File: src/rtl/object_pkg.sv
// Shared types and constants for the object-class peripherals.
package object_pkg;

  typedef enum logic [2:0] {
    OP_WRITE  = 3'd0,
    OP_SET    = 3'd1,
    OP_CLR    = 3'd2,
    OP_TOG    = 3'd3,
    OP_READ   = 3'd4,
    OP_PULSE  = 3'd5,
    OP_SETLEN = 3'd6,
    OP_RSVD   = 3'd7
  } op_e;

  // Data field sized for the widest supported bank; banks use the low DATA_W bits.
  localparam int RSP_DATA_W = 32;

  typedef struct packed {
    logic [RSP_DATA_W-1:0] data;
    logic                  err;
  } rsp_t;

  localparam int LEN_RESET = 1;

endpackage

File: src/rtl/object_pulse_timer.sv
// Per-channel pulse down-counter; expire marks the cycle the count reaches zero.
module object_pulse_timer #(
  parameter int PULSE_W = 8
) (
  input  logic               clk,
  input  logic               rst,
  input  logic               start,
  input  logic               cancel,
  input  logic [PULSE_W-1:0] len,
  output logic               active,
  output logic               expire
);

  logic [PULSE_W-1:0] cnt;

  always_ff @(posedge clk or posedge rst) begin
    if (rst) begin
      cnt <= '0;
    end else if (cancel) begin
      cnt <= '0;
    end else if (start) begin
      cnt <= len;
    end else if (cnt != '0) begin
      cnt <= cnt - 1'b1;
    end
  end

  assign active = (cnt != '0);
  assign expire = (cnt == PULSE_W'(1));

endmodule

File: src/rtl/object_bank.sv
// Bank of CHANNELS addressable status registers with per-channel timed pulses,
// driven over a valid/ready command port with one registered response per request.
module object_bank
  import object_pkg::*;
#(
  parameter int ADDR_W    = 5,
  parameter int BASE_ADDR = 1,
  parameter int CHANNELS  = 4,
  parameter int DATA_W    = 8,
  parameter int PULSE_W   = 8
) (
  input  logic                         clk_i,
  input  logic                         rst_i,
  input  logic                         req_valid_i,
  output logic                         req_ready_o,
  input  logic [ADDR_W-1:0]            req_addr_i,
  input  logic [2:0]                   req_op_i,
  input  logic [DATA_W-1:0]            req_data_i,
  output logic                         rsp_valid_o,
  input  logic                         rsp_ready_i,
  output logic [DATA_W-1:0]            rsp_data_o,
  output logic                         rsp_err_o,
  output logic [CHANNELS*DATA_W-1:0]   status_o,
  output logic [CHANNELS-1:0]          pulse_active_o
);

  localparam int ADDR_END = BASE_ADDR + CHANNELS;

  logic [DATA_W-1:0]  status_q [CHANNELS];
  logic [DATA_W-1:0]  status_d [CHANNELS];
  logic [DATA_W-1:0]  mask_q   [CHANNELS];
  logic [DATA_W-1:0]  mask_d   [CHANNELS];
  logic [PULSE_W-1:0] len_q    [CHANNELS];
  logic [PULSE_W-1:0] len_d    [CHANNELS];

  logic [CHANNELS-1:0] start, cancel, active, expire;
  logic                accept, hit, busy, err;
  int                  ch;
  op_e                 op;
  logic [DATA_W-1:0]   cur, nxt;
  rsp_t                rsp_n;
  logic                unused_rsp;

  assign req_ready_o    = !rsp_valid_o || rsp_ready_i;
  assign accept         = req_valid_i && req_ready_o;
  assign op             = op_e'(req_op_i);
  assign pulse_active_o = active;
  assign unused_rsp     = ^rsp_n.data;

  always_comb begin
    ch   = int'(req_addr_i) - BASE_ADDR;
    hit  = (int'(req_addr_i) >= BASE_ADDR) && (int'(req_addr_i) < ADDR_END);
    cur  = '0;
    busy = 1'b0;
    // Expiry clears first, so a same-cycle command sees the cleared value and an idle channel.
    for (int k = 0; k < CHANNELS; k++) begin
      status_d[k] = expire[k] ? (status_q[k] & ~mask_q[k]) : status_q[k];
      mask_d[k]   = expire[k] ? '0 : mask_q[k];
      len_d[k]    = len_q[k];
      if (hit && (k == ch)) begin
        cur  = expire[k] ? (status_q[k] & ~mask_q[k]) : status_q[k];
        busy = active[k] && !expire[k];
      end
    end

    err = !hit || (op == OP_RSVD) || ((op == OP_PULSE) && busy);

    case (op)
      OP_WRITE:           nxt = req_data_i;
      OP_SET, OP_PULSE:   nxt = cur | req_data_i;
      OP_CLR:             nxt = cur & ~req_data_i;
      OP_TOG:             nxt = cur ^ req_data_i;
      default:            nxt = cur;
    endcase

    start  = '0;
    cancel = '0;
    if (accept && !err) begin
      for (int k = 0; k < CHANNELS; k++) begin
        if (k == ch) begin
          status_d[k] = nxt;
          case (op)
            OP_WRITE: begin
              mask_d[k] = '0;
              cancel[k] = 1'b1;
            end
            OP_PULSE: begin
              mask_d[k] = req_data_i;
              start[k]  = 1'b1;
            end
            OP_SETLEN: len_d[k] = (req_data_i[PULSE_W-1:0] == '0) ? PULSE_W'(LEN_RESET)
                                                                  : req_data_i[PULSE_W-1:0];
            default: ;
          endcase
        end
      end
    end

    rsp_n     = '0;
    rsp_n.err = err;
    if (!err) rsp_n.data[DATA_W-1:0] = nxt;
  end

  // Register stage: status/pulse state and the held response.
  always_ff @(posedge clk_i or posedge rst_i) begin
    if (rst_i) begin
      for (int k = 0; k < CHANNELS; k++) begin
        status_q[k] <= '0;
        mask_q[k]   <= '0;
        len_q[k]    <= PULSE_W'(LEN_RESET);
      end
      rsp_valid_o <= 1'b0;
      rsp_data_o  <= '0;
      rsp_err_o   <= 1'b0;
    end else begin
      for (int k = 0; k < CHANNELS; k++) begin
        status_q[k] <= status_d[k];
        mask_q[k]   <= mask_d[k];
        len_q[k]    <= len_d[k];
      end
      if (accept) begin
        rsp_valid_o <= 1'b1;
        rsp_data_o  <= rsp_n.data[DATA_W-1:0];
        rsp_err_o   <= rsp_n.err;
      end else if (rsp_ready_i) begin
        rsp_valid_o <= 1'b0;
      end
    end
  end

  for (genvar g = 0; g < CHANNELS; g++) begin : g_chan
    assign status_o[g*DATA_W +: DATA_W] = status_q[g];

    object_pulse_timer #(.PULSE_W(PULSE_W)) u_timer (
      .clk    (clk_i),
      .rst    (rst_i),
      .start  (start[g]),
      .cancel (cancel[g]),
      .len    (len_q[g]),
      .active (active[g]),
      .expire (expire[g])
    );
  end

endmodule
File: config.mk
export PLATFORM = sky130hd
export DESIGN_NAME = object_bank
export DESIGN_NICKNAME = d
export VERILOG_FILES = /design/src/rtl/object_pkg.sv /design/src/rtl/object_pulse_timer.sv /design/src/rtl/object_bank.sv
export SDC_FILE = /design/constraint.sdc
export NUM_CORES = 1
export LEC_CHECK = 0
export BUFFER_PORTS_ARGS = -buffer_cell sky130_fd_sc_hd__buf_2
export CAP_MARGIN = 20
export CORE_MARGIN = 2
export CORE_UTILIZATION = 65
export CTS_CLUSTER_SIZE = 16
export DETAILED_ROUTE_END_ITERATION = 7
export PLACE_DENSITY = 0.84
export SETUP_SLACK_MARGIN = 0.02
export SLEW_MARGIN = 15
export SYNTH_ARGS = -nofsm -noshare
export SYNTH_HDL_FRONTEND = slang
export SYNTH_SLANG_ARGS = --single-unit
File: constraint.sdc
create_clock -name clk_i -period 12.9 [get_ports clk_i]
set_input_delay 1.29 -clock clk_i [delete_from_list [all_inputs] [get_ports clk_i]]
set_output_delay 1.29 -clock clk_i [all_outputs]
set_load 0.05 [all_outputs]
==> flow_metrics.env <==
export IMPL_outcome="finished clean"
export IMPL_ys_top_cells_by_area="dfrtp_1, nand2_1, mux2i_1"
export IMPL_syn_num_nets=773
export IMPL_post_synth_top_count_cell="dfrtp_1"
export IMPL_wl_met3_um=1420
export IMPL_dr_wl_met2_um=9550
export IMPL_hp_class="reg2reg"
export IMPL_cts_tree="built"
export IMPL_gp_congestion=0.877
export IMPL_cts_root_buf="clkbuf_16"
export IMPL_required_ns=13.23
export IMPL_synth_top_cells_by_count="dfrtp_1, nand2_1, o21ai_0, nor2_1"
export IMPL_topRoutingLayerUsed="met4"
export IMPL_cts_sinks=138
export IMPL_critPathBufInv=1
export IMPL_grt_ovfl_total=0
export IMPL_htreeDepth=4
export IMPL_crit_path_cell_trace="buf_2, nor4_4, and2_1, o2111a_2, a211oi_2, nand2b_1, nor2_2, mux2i_1"
export IMPL_ys_seq_elements=138
export IMPL_clock_skew_ns=0.00731
export IMPL_critPathTopFamily="simple AND/OR/NAND/NOR gates"
export IMPL_setup_viol=0
export IMPL_worstHoldStart="rsp_data_o[6]"
export IMPL_drt_pass1_iterations=5
export IMPL_cp_end_kind="flop"
export IMPL_pwr_density_cell_mw_per_mm2=167
export IMPL_slowest_delay_ns=0.67
export IMPL_wl_um=19400
export IMPL_dieArea_mm2=0.0122
export IMPL_area_growth_pct=12.1
export IMPL_worstPathMaxFanout=13
export IMPL_detailroute_via_count=6100
export IMPL_cts_buffers=17
export IMPL_dpl_worst_slack_ns=8.84
export IMPL_avgSynthCellArea_um2=10.1
export IMPL_ys_seq_area_share_pct=47.1
export IMPL_grt_usage_pct=34.2
export IMPL_synth_top_cell_by_area="dfrtp_1"
export IMPL_first_iter_violations=580
export IMPL_drv_cap=0
export IMPL_drive_above_1_share_pct=18.8
export IMPL_grt_pass1_wl_um=30900
export IMPL_path_clk_slew_ns=0.06
export IMPL_avgViaCountPerCell=6.57
export IMPL_crit_slowest_cell="nor2_2"
export IMPL_initial_core_util_pct=67.2
export IMPL_syn_area_mm2=0.00735
export IMPL_synth_cells=729
export IMPL_postRouteAntennaNets=0
export IMPL_seq_area_mm2=0.00346
export IMPL_wire_per_inst_um=20.9
export IMPL_reg2reg_slack_ns=9.18
export IMPL_drcViolationCount=0
export IMPL_critical_path_class="in2reg"
export IMPL_final_hold_viol_count=0
export IMPL_met1_length_um=7520
export IMPL_crit_start="req_addr_i[0]"
export IMPL_r2r_start="g_chan[3].u_timer.cnt[4]"
export IMPL_fin_ws_ns=9.12
export IMPL_synthFlopType="dfrtp_1"
export IMPL_die_h_um=110
export IMPL_yosysWarnings=0
export IMPL_cts_resized_gates=0
export IMPL_tightest_slew_ns=0.969
export IMPL_cp_depth=8
export IMPL_drv_slew=0
export IMPL_synth_edf_count=0
export IMPL_min_path_cells=2
export IMPL_nets=819
export IMPL_synthArstFlopShare_pct=100
export IMPL_synth_cell_types=65
export IMPL_grt_setup_unrepaired="false"
export IMPL_worstSkewPairLatency_ns=0.42
export IMPL_grt_start_max_net_pins=83
export IMPL_rows=38
export IMPL_grt_pass1_vias=6022
export IMPL_stdcell_count=929
export IMPL_yosysTopAreaCellShare_pct=45.6
export IMPL_fmax_mhz=265
export IMPL_post_cts_buffers=0
export IMPL_core_area_mm2=0.0109
export IMPL_arrival_ns=4.11
export IMPL_port_buffers=66
export IMPL_clockBufferDepth=2
export IMPL_antenna_found_initial=0
export IMPL_dpl_cell_count=895
export IMPL_relSlewSlack_pct=34.9
export IMPL_multiInputGateArea_mm2=0.00352
export IMPL_ff2ff_path_depth=13
export IMPL_power_leakage_nw=3.68
export IMPL_min_period_over_period_pct=29.3
export IMPL_layout_min_cycle_time_ns=3.78
export IMPL_cp_start_kind="input pin"
export IMPL_holdBufCountCts=0
export IMPL_hpwl_um=13500
export IMPL_num_fill_cells=721
export IMPL_tns_ns=0
export IMPL_die_x_um=110
export IMPL_io_pins=67
export IMPL_ir_worst_vdd_uv=117
==> stage by stage <==
stage | total power [mW] | util [%] | cell area [um^2] | hold WS, ns
floorplan | 0.830 | - | 7350 | 0.445
global placement | 0.893 | 69.9 | 7650 | 0.463
detailed placement | 0.914 | 69.9 | 7650 | 0.470
CTS | 1.37 | 75.1 | 8210 | 0.483
global route | 1.44 | 75.3 | 8240 | 0.502
finish | 1.37 | 75.4 | 8240 | 0.478
==> worst paths after layout <==
kind / to
hold reg to reg: rsp_data_o[6]
max in group asynchronous: len_q[24]
setup reg to reg: status_o[11]
setup / recovery: status_o[22]
hold / removal: rsp_data_o[6]
min in group asynchronous: status_o[18]
==> power breakdown <==
part,internal (mW),switching [mW]
Sequential,0.495,0.0659
Clock,0.271,0.190
Combinational,0.150,0.200
==> flip-flops by register name, indices dropped and copies added (netlist names) <==
name	cells
rsp_err_o	1
rsp_data_o	8
len_q	32
status_o	32
rsp_valid_o	1
g_chan.u_timer.cnt	32
mask_q	32
==> cell families (layout without fill, tap and decap cells) <==
| kind of cell | Yosys count | after routing | synth area share [%] |
|---|---|---|---|
| compound gates | 182 | 182 | 19.0 |
| xor+xnor | 25 | 25 | 2.98 |
| fa+ha+maj | 24 | 24 | 4.09 |
| buf+inv | 80 | 139 | 5.11 |
| flops | 138 | 138 | 47.1 |
| mux | 37 | 37 | 5.21 |
| other cells | 0 | 1 | 0 |
| simple gates | 243 | 243 | 16.6 |
==> cell type report <==
| class | count | share of cell area [%] |
|---|---|---|
| inverter | 36 | 1.67 |
| antenna | 1 | 0.0304 |
| multi-input combinational | 511 | 42.7 |
| clock inverter | 13 | 1.46 |
| sequential | 138 | 42.0 |
| timing repair buffer | 71 | 4.71 |
| tap | 140 | 2.13 |
| clock buffer | 19 | 5.38 |
==> worst register-to-register path: stages (launching register included) <==
cell and delay [ns]:
dfrtp_1 0.43, nor4_1 0.65, and3_1 0.54, nand2_1 0.16
and3_1 0.23, nor4_2 0.32, inv_1 0.08, ha_1 0.27
inv_1 0.05, mux2i_1 0.06, a21oi_1 0.16, nor2_1 0.06
a221o_1 0.43, mux2i_1 0.20
==> routing by layer <==
metal / up-vias / global-route usage (%)
li1: 2715 / -
met1: 3019 / 43.6
met2: 300 / 55.8
met3: 66 / 7.52
met4: 0 / 16.3
met5: - / 0
==> cells in the final DEF, fill, tap and decap left out, drive strengths merged, types with 19 or more instances in the layout <==
master / netlist / layout
nor2: 52 / 52
ha: 24 / 24
dfrtp: 134 / 134
buf: 23 / 71
a211oi: 21 / 21
o21ai: 61 / 61
a32o: 29 / 29
clkbuf: 21 / 19
nand3: 20 / 20
mux2i: 36 / 36
nand2: 99 / 99
inv: 36 / 39
Note: power is estimated with default switching activity, not from simulation.
